### config.mk
export PLATFORM = sky130hd
export DESIGN_NAME = four_bit_sar_search_flat
export DESIGN_NICKNAME = d
export VERILOG_FILES = /design/src/rtl/four_bit_sar_search_if.sv /design/src/rtl/four_bit_sar_search.sv /design/src/flat_wrapper.sv
export SDC_FILE = /design/constraint.sdc
export NUM_CORES = 1
export LEC_CHECK = 0
export ABC_CLOCK_PERIOD_IN_PS = 2000
export CORE_MARGIN = 10
export CORE_UTILIZATION = 40
export CTS_CLUSTER_SIZE = 12
export DETAILED_ROUTE_END_ITERATION = 7
export PLACE_DENSITY = 0.8
export SYNTH_ARGS = -nofsm -noshare
export SYNTH_HDL_FRONTEND = slang
export SYNTH_SLANG_ARGS = --single-unit
### constraint.sdc
create_clock -name clk -period 2 [get_ports clk]
set_input_delay 0.6 -clock clk [delete_from_list [all_inputs] [get_ports clk]]
set_output_delay 0.6 -clock clk [all_outputs]
set_load 0.02 [all_outputs]
### src/rtl/four_bit_sar_search_if.sv
// Bus between the SAR search engine and the external 4-bit magnitude comparator.
// master = search engine side, slave = comparator/requester side.
interface four_bit_sar_search_if;
    // start is a level request honoured only while idle; done is a one-cycle
    // pulse qualifying result, and result/err hold until the next accepted start.
    logic       start;
    logic       eq_in;
    logic       gr_in;
    logic       lt_in;
    logic [3:0] probe;
    logic       busy;
    logic       done;
    logic [3:0] result;
    logic       err;
    logic [1:0] dbg_state;

    modport master (
        input  start, eq_in, gr_in, lt_in,
        output probe, busy, done, result, err, dbg_state
    );

    modport slave (
        output start, eq_in, gr_in, lt_in,
        input  probe, busy, done, result, err, dbg_state
    );
endinterface

### src/rtl/four_bit_sar_search.sv
// Successive-approximation search for an unknown 4-bit target, MSB first.
// Optional macro SAR_EARLY_EXIT_EN: finish as soon as the comparator reports equality.
module four_bit_sar_search (
    input  logic                         clk,
    input  logic                         rst,
    four_bit_sar_search_if.master        bus
);

    localparam logic [1:0] S_IDLE   = 2'd0;
    localparam logic [1:0] S_SEARCH = 2'd1;
    localparam logic [1:0] S_DONE   = 2'd2;

    logic [1:0] state_q, state_d;
    logic [3:0] probe_q, probe_d;
    logic [3:0] result_q, result_d;
    logic [1:0] idx_q, idx_d;
    logic       err_q, err_d;

    logic       flags_one_hot;
    logic       keep_bit;
    logic [3:0] cur_bit;
    logic [3:0] next_bit;
    logic [3:0] trial;

    assign flags_one_hot = ({bus.eq_in, bus.gr_in, bus.lt_in} == 3'b100) ||
                           ({bus.eq_in, bus.gr_in, bus.lt_in} == 3'b010) ||
                           ({bus.eq_in, bus.gr_in, bus.lt_in} == 3'b001);

    // Equality keeps the trial bit: target >= probe means the bit belongs in the answer.
    assign keep_bit = bus.gr_in | bus.eq_in;
    assign cur_bit  = 4'b0001 << idx_q;
    assign next_bit = 4'b0001 << (idx_q - 2'd1);
    assign trial    = keep_bit ? probe_q : (probe_q & ~cur_bit);

    always_comb begin
        state_d  = state_q;
        probe_d  = probe_q;
        result_d = result_q;
        idx_d    = idx_q;
        err_d    = err_q;
        case (state_q)
            S_IDLE: begin
                if (bus.start) begin
                    state_d  = S_SEARCH;
                    probe_d  = 4'b1000;
                    idx_d    = 2'd3;
                    err_d    = 1'b0;
                    result_d = 4'b0000;
                end
            end
            S_SEARCH: begin
                if (!flags_one_hot) begin
                    err_d    = 1'b1;
                    result_d = 4'b0000;
                    probe_d  = 4'b0000;
                    idx_d    = 2'd3;
                    state_d  = S_IDLE;
                end
`ifdef SAR_EARLY_EXIT_EN
                else if (bus.eq_in) begin
                    result_d = probe_q;
                    probe_d  = 4'b0000;
                    idx_d    = 2'd3;
                    state_d  = S_DONE;
                end
`endif
                else if (idx_q == 2'd0) begin
                    result_d = trial;
                    probe_d  = 4'b0000;
                    idx_d    = 2'd3;
                    state_d  = S_DONE;
                end else begin
                    probe_d = trial | next_bit;
                    idx_d   = idx_q - 2'd1;
                end
            end
            S_DONE: begin
                state_d = S_IDLE;
            end
            default: begin
                state_d = S_IDLE;
                probe_d = 4'b0000;
                idx_d   = 2'd3;
            end
        endcase
    end

    always_ff @(posedge clk or posedge rst) begin
        if (rst) begin
            state_q  <= S_IDLE;
            probe_q  <= 4'b0000;
            result_q <= 4'b0000;
            idx_q    <= 2'd3;
            err_q    <= 1'b0;
        end else begin
            state_q  <= state_d;
            probe_q  <= probe_d;
            result_q <= result_d;
            idx_q    <= idx_d;
            err_q    <= err_d;
        end
    end

    assign bus.probe     = probe_q;
    assign bus.busy      = (state_q == S_SEARCH);
    assign bus.done      = (state_q == S_DONE);
    assign bus.result    = result_q;
    assign bus.err       = err_q;
    assign bus.dbg_state = state_q;

endmodule

### src/flat_wrapper.sv
// flat-port wrapper written by rule: the top's interface ports become plain ports
module four_bit_sar_search_flat 
  (clk, rst, bus_start, bus_eq_in, bus_gr_in, bus_lt_in, bus_probe, bus_busy, bus_done, bus_result, bus_err, bus_dbg_state);
  four_bit_sar_search_if bus_i ();
  input  logic clk;
  input  logic rst;
  input wire logic [$bits(bus_i.start)-1:0] bus_start;
  input wire logic [$bits(bus_i.eq_in)-1:0] bus_eq_in;
  input wire logic [$bits(bus_i.gr_in)-1:0] bus_gr_in;
  input wire logic [$bits(bus_i.lt_in)-1:0] bus_lt_in;
  output wire logic [$bits(bus_i.probe)-1:0] bus_probe;
  output wire logic [$bits(bus_i.busy)-1:0] bus_busy;
  output wire logic [$bits(bus_i.done)-1:0] bus_done;
  output wire logic [$bits(bus_i.result)-1:0] bus_result;
  output wire logic [$bits(bus_i.err)-1:0] bus_err;
  output wire logic [$bits(bus_i.dbg_state)-1:0] bus_dbg_state;
  assign bus_i.start = bus_start;
  assign bus_i.eq_in = bus_eq_in;
  assign bus_i.gr_in = bus_gr_in;
  assign bus_i.lt_in = bus_lt_in;
  assign bus_probe = bus_i.probe;
  assign bus_busy = bus_i.busy;
  assign bus_done = bus_i.done;
  assign bus_result = bus_i.result;
  assign bus_err = bus_i.err;
  assign bus_dbg_state = bus_i.dbg_state;
  four_bit_sar_search u_core (.clk(clk), .rst(rst), .bus(bus_i));
endmodule
==> results by group <==
Yosys
  – Yosys Warn Count: 0
  – Main synth FF type: dfrtp_1
  – Area share of the largest cell type after synthesis: 41.20%
  – Most common cell in the netlist: dfrtp_1
  – EDFF count, synth: 0
  – Area leader, netlist: dfrtp_1
  – Mapped Cells: 66
  – Syn Nets: 76
  – Yosys reg bits: 13
  – Synth area leaders: dfrtp_1 41%, dfstp_2 7.9%, ha_1 7.5%, nor2_1 5.1%, nand2_1 3.9%
  – Post-synth ARST share: 100.0%
  – Netlist cell types: 24
  – Post-synthesis sequential area ratio: 49.06%
  – Top cells by count, synth: 11 x dfrtp_1, 9 x nor2_1, 7 x nand2_1, 6 x inv_1, 4 x ha_1
  – Synthesized cell area: 668.1 um^2
  – Mapped Avg Cell Area: 10.12 um^2

Floorplan
  – Core Area: 0.001541 mm^2
  – Die Y-Extent: 60.87 um
  – Row Count: 14
  – Die area: 0.003705 mm^2
  – Starting Density: 43.34%
  – Die X: 60.87 um
  – Num ports: 19

Drt
  – Metal3 WL: 111 um
  – WL final: 1630 um
  – DRT Pass-1 Iters: 4
  – Via count: 603
  – Post-DR wirelength/cell: 14.82 um
  – Routed Antenna Nets: 0
  – DRC errors left: 0
  – Vias per inst: 5.482
  – DRT iter0 DRCs: 1
  – Met1 wire length: 667 um
  – Routed wl met2: 826 um
  – DR top layer: met4

Power and ir drop
  – Maximum vdd drop: 0.4410 mV
  – Sw Ratio: 33.74%
  – PD cells: 773.0 mW/mm^2
  – Clk pwr share: 23.0%
  – Total Power: 0.7292 mW
  – Seq pwr share: 44.2%
  – Combinational power share: 32.9%
  – Pint: 0.4832 mW
  – Leakage: 0.4512 nW
  – Switching power: 0.2460 mW

STA
  – Final setup fails: 0
  – Max-Slew Margin vs Limit: 67.40%
  – Final period utilization: 97.87%
  – Final min period: 1957 ps
  – Worst Hold Margin: 502.0 ps
  – Worst-case clock skew: 1.275 ps
  – Final Max Slew Viols: 0
  – Hold Vio Cnt, Final: 0
  – Fmax: 510.9 MHz
  – RSZ-0062 raised after global routing: no
  – Worst Max-Slew Pin Slew: 488.5 ps
  – Final WS setup: 42.59 ps

Global route
  – Initial antenna violation count: 0
  – Largest net degree at the start of global routing: 14
  – First-pass GRT wire length: 2670 um
  – Vias in the first global route: 611
  – Total GRT Usage: 9.494%
  – Grt total ovfl: 0

Placement
  – GP Congestion: 0.8111
  – Dpl cells: 106
  – Placed Instance Area: 913.4 um^2
  – Worst slack at placement: -227.3 ps
  – DP HPWL: 1314 um
  – Port-buffer cells: 18

Layout
  – Antenna cells: 0
  – Finished Layout Cells: 110
  – Fin nets: 105
  – Area Overhead vs Synth: 41.20%
  – Share of cells above drive strength 1: 14.89%
  – Design area: 943.4 um^2

Clocking
  – CTS Buffer Depth: 2
  – CTS Hold Bufs: 0
  – Worst-path clk slew: 80 ps
  – TritonCTS clock tree: done
  – Clk Latency, worst-skew pair: 280 ps
  – Total clock sinks: 13
  – Root buf cell: clkbuf_4
  – CTS buffer count: 3
  – Htree depth: 1

Worst setup path
  – Critical Path Fanout Max: 4
  – Worst Path Arrival: 1360 ps
  – CP Data Required Time: 1400 ps
  – Critical path launch point type: flip-flop
  – Endpoint class of the critical path: output pin
  – Critical path class: reg -> out

Status
  – Status: finished, final reports clean

Job
  – Max-cap violation count: 0

Hold path
  – Min-delay worst type: reg -> reg
cell families (layout without fill, tap and decap cells):
logic type               after synthesis  in the layout  synth area share, %
AND/OR/NAND/NOR                       22             22                14.79
flip-flops                            13             13                49.06
adder cells (fa/ha/maj)                4              4                7.491
AO/OA/AOI/OAI                         17             17                18.92
multiplexers                           3              3                5.056
XOR/XNOR                               1              1                1.311
buffers and inverters                  6             34                3.371
final cells by class:
class                   instances  area [um^2]
multi-input cells              47        322.8
inverters                       6        22.52
fillers                       142        598.1
clock buffers                   4        26.28
well taps                      16        20.02
repair buffers                 24        224.0
flip-flops and latches         13        327.8
routing by layer:
layer	global-route usage, %	up-vias
met2	16.01	15
met3	3.340	2
met5	0	-
li1	-	288
met1	10.29	298
met4	4.702	0
what timing repair did:
item,CTS,global route
pin swaps,0,0
endpoints found under the setup margin,2,3
setup buffers,0,0
gates resized for setup,2,2
endpoints found under the hold margin,0,0
gates cloned,0,0
power groups by stage:
| stage | logic [mW] | clock network (mW) | registers, mW |
|---|---|---|---|
| after floorplan | 0.103 | 0 | 0.354 |
| after global placement | 0.238 | 0 | 0.326 |
| after detailed placement | 0.241 | 0 | 0.327 |
| after CTS | 0.241 | 0.170 | 0.323 |
| after global routing | 0.264 | 0.184 | 0.328 |
| final | 0.240 | 0.167 | 0.322 |
registers in the layout (all words and copies together) (netlist names):
name                  flops
u_core.bus.probe          4
u_core.bus.result         4
u_core.bus.dbg_state      2
u_core.idx_q              2
u_core.bus.err            1
critical path, cell delays in order, from the launching register on:
cell and delay (ps):
dfrtp_1 350, buf_4 130, clkdlybuf4s50_1 600
cells in the final DEF (no fill, tap or decap):
master / count
clkdlybuf4s50_1: 16
a21oi_1: 2
nand2b_1: 1
o31ai_2: 1
clkbuf_1: 1
o31ai_1: 2
mux2i_2: 1
inv_1: 6
ha_1: 4
xor2_1: 1
or3_1: 1
clkdlybuf4s15_1: 1
nand2_1: 7
o21ai_0: 3
a31oi_1: 1
dlygate4sd2_1: 1
a211oi_2: 1
dfstp_2: 2
mux2i_1: 2
clkbuf_4: 3
a21boi_0: 1
nor4b_1: 1
nor2b_1: 2
a21o_1: 1
nor2_1: 9
a22o_1: 3
a32oi_1: 1
buf_4: 6
a32o_1: 1
nor3_1: 1
dfrtp_1: 11
path summary, 6_finish.rpt:
check,from,endpoint,slack (ps),depth (start not counted)
max in group asynchronous,rst,u_core.idx_q[1]$_DFFE_PP1P_,1010,2
setup reg to reg,u_core.idx_q[0]$_DFFE_PP1P_,u_core.bus.probe[3]$_DFFE_PP0P_,340,4
setup / recovery,u_core.bus.dbg_state[1]$_DFFE_PP0P_,bus_dbg_state[1],40,2
hold reg to reg,u_core.bus.result[1]$_DFFE_PP0P_,u_core.bus.result[1]$_DFFE_PP0P_,500,1
hold / removal,u_core.bus.result[1]$_DFFE_PP0P_,u_core.bus.result[1]$_DFFE_PP0P_,500,1
min in group asynchronous,rst,u_core.bus.result[3]$_DFFE_PP0P_,640,2
through the flow:
step | TNS, ps | utilization [%]
global route | 0 | 61.20
floorplan | 0 | -
global placement | -679.7 | 59.25
finish | 0 | 61.20
CTS | 0 | 60.80
detailed placement | -1347 | 59.25
No activity file was read; power rests on OpenSTA's default activity.
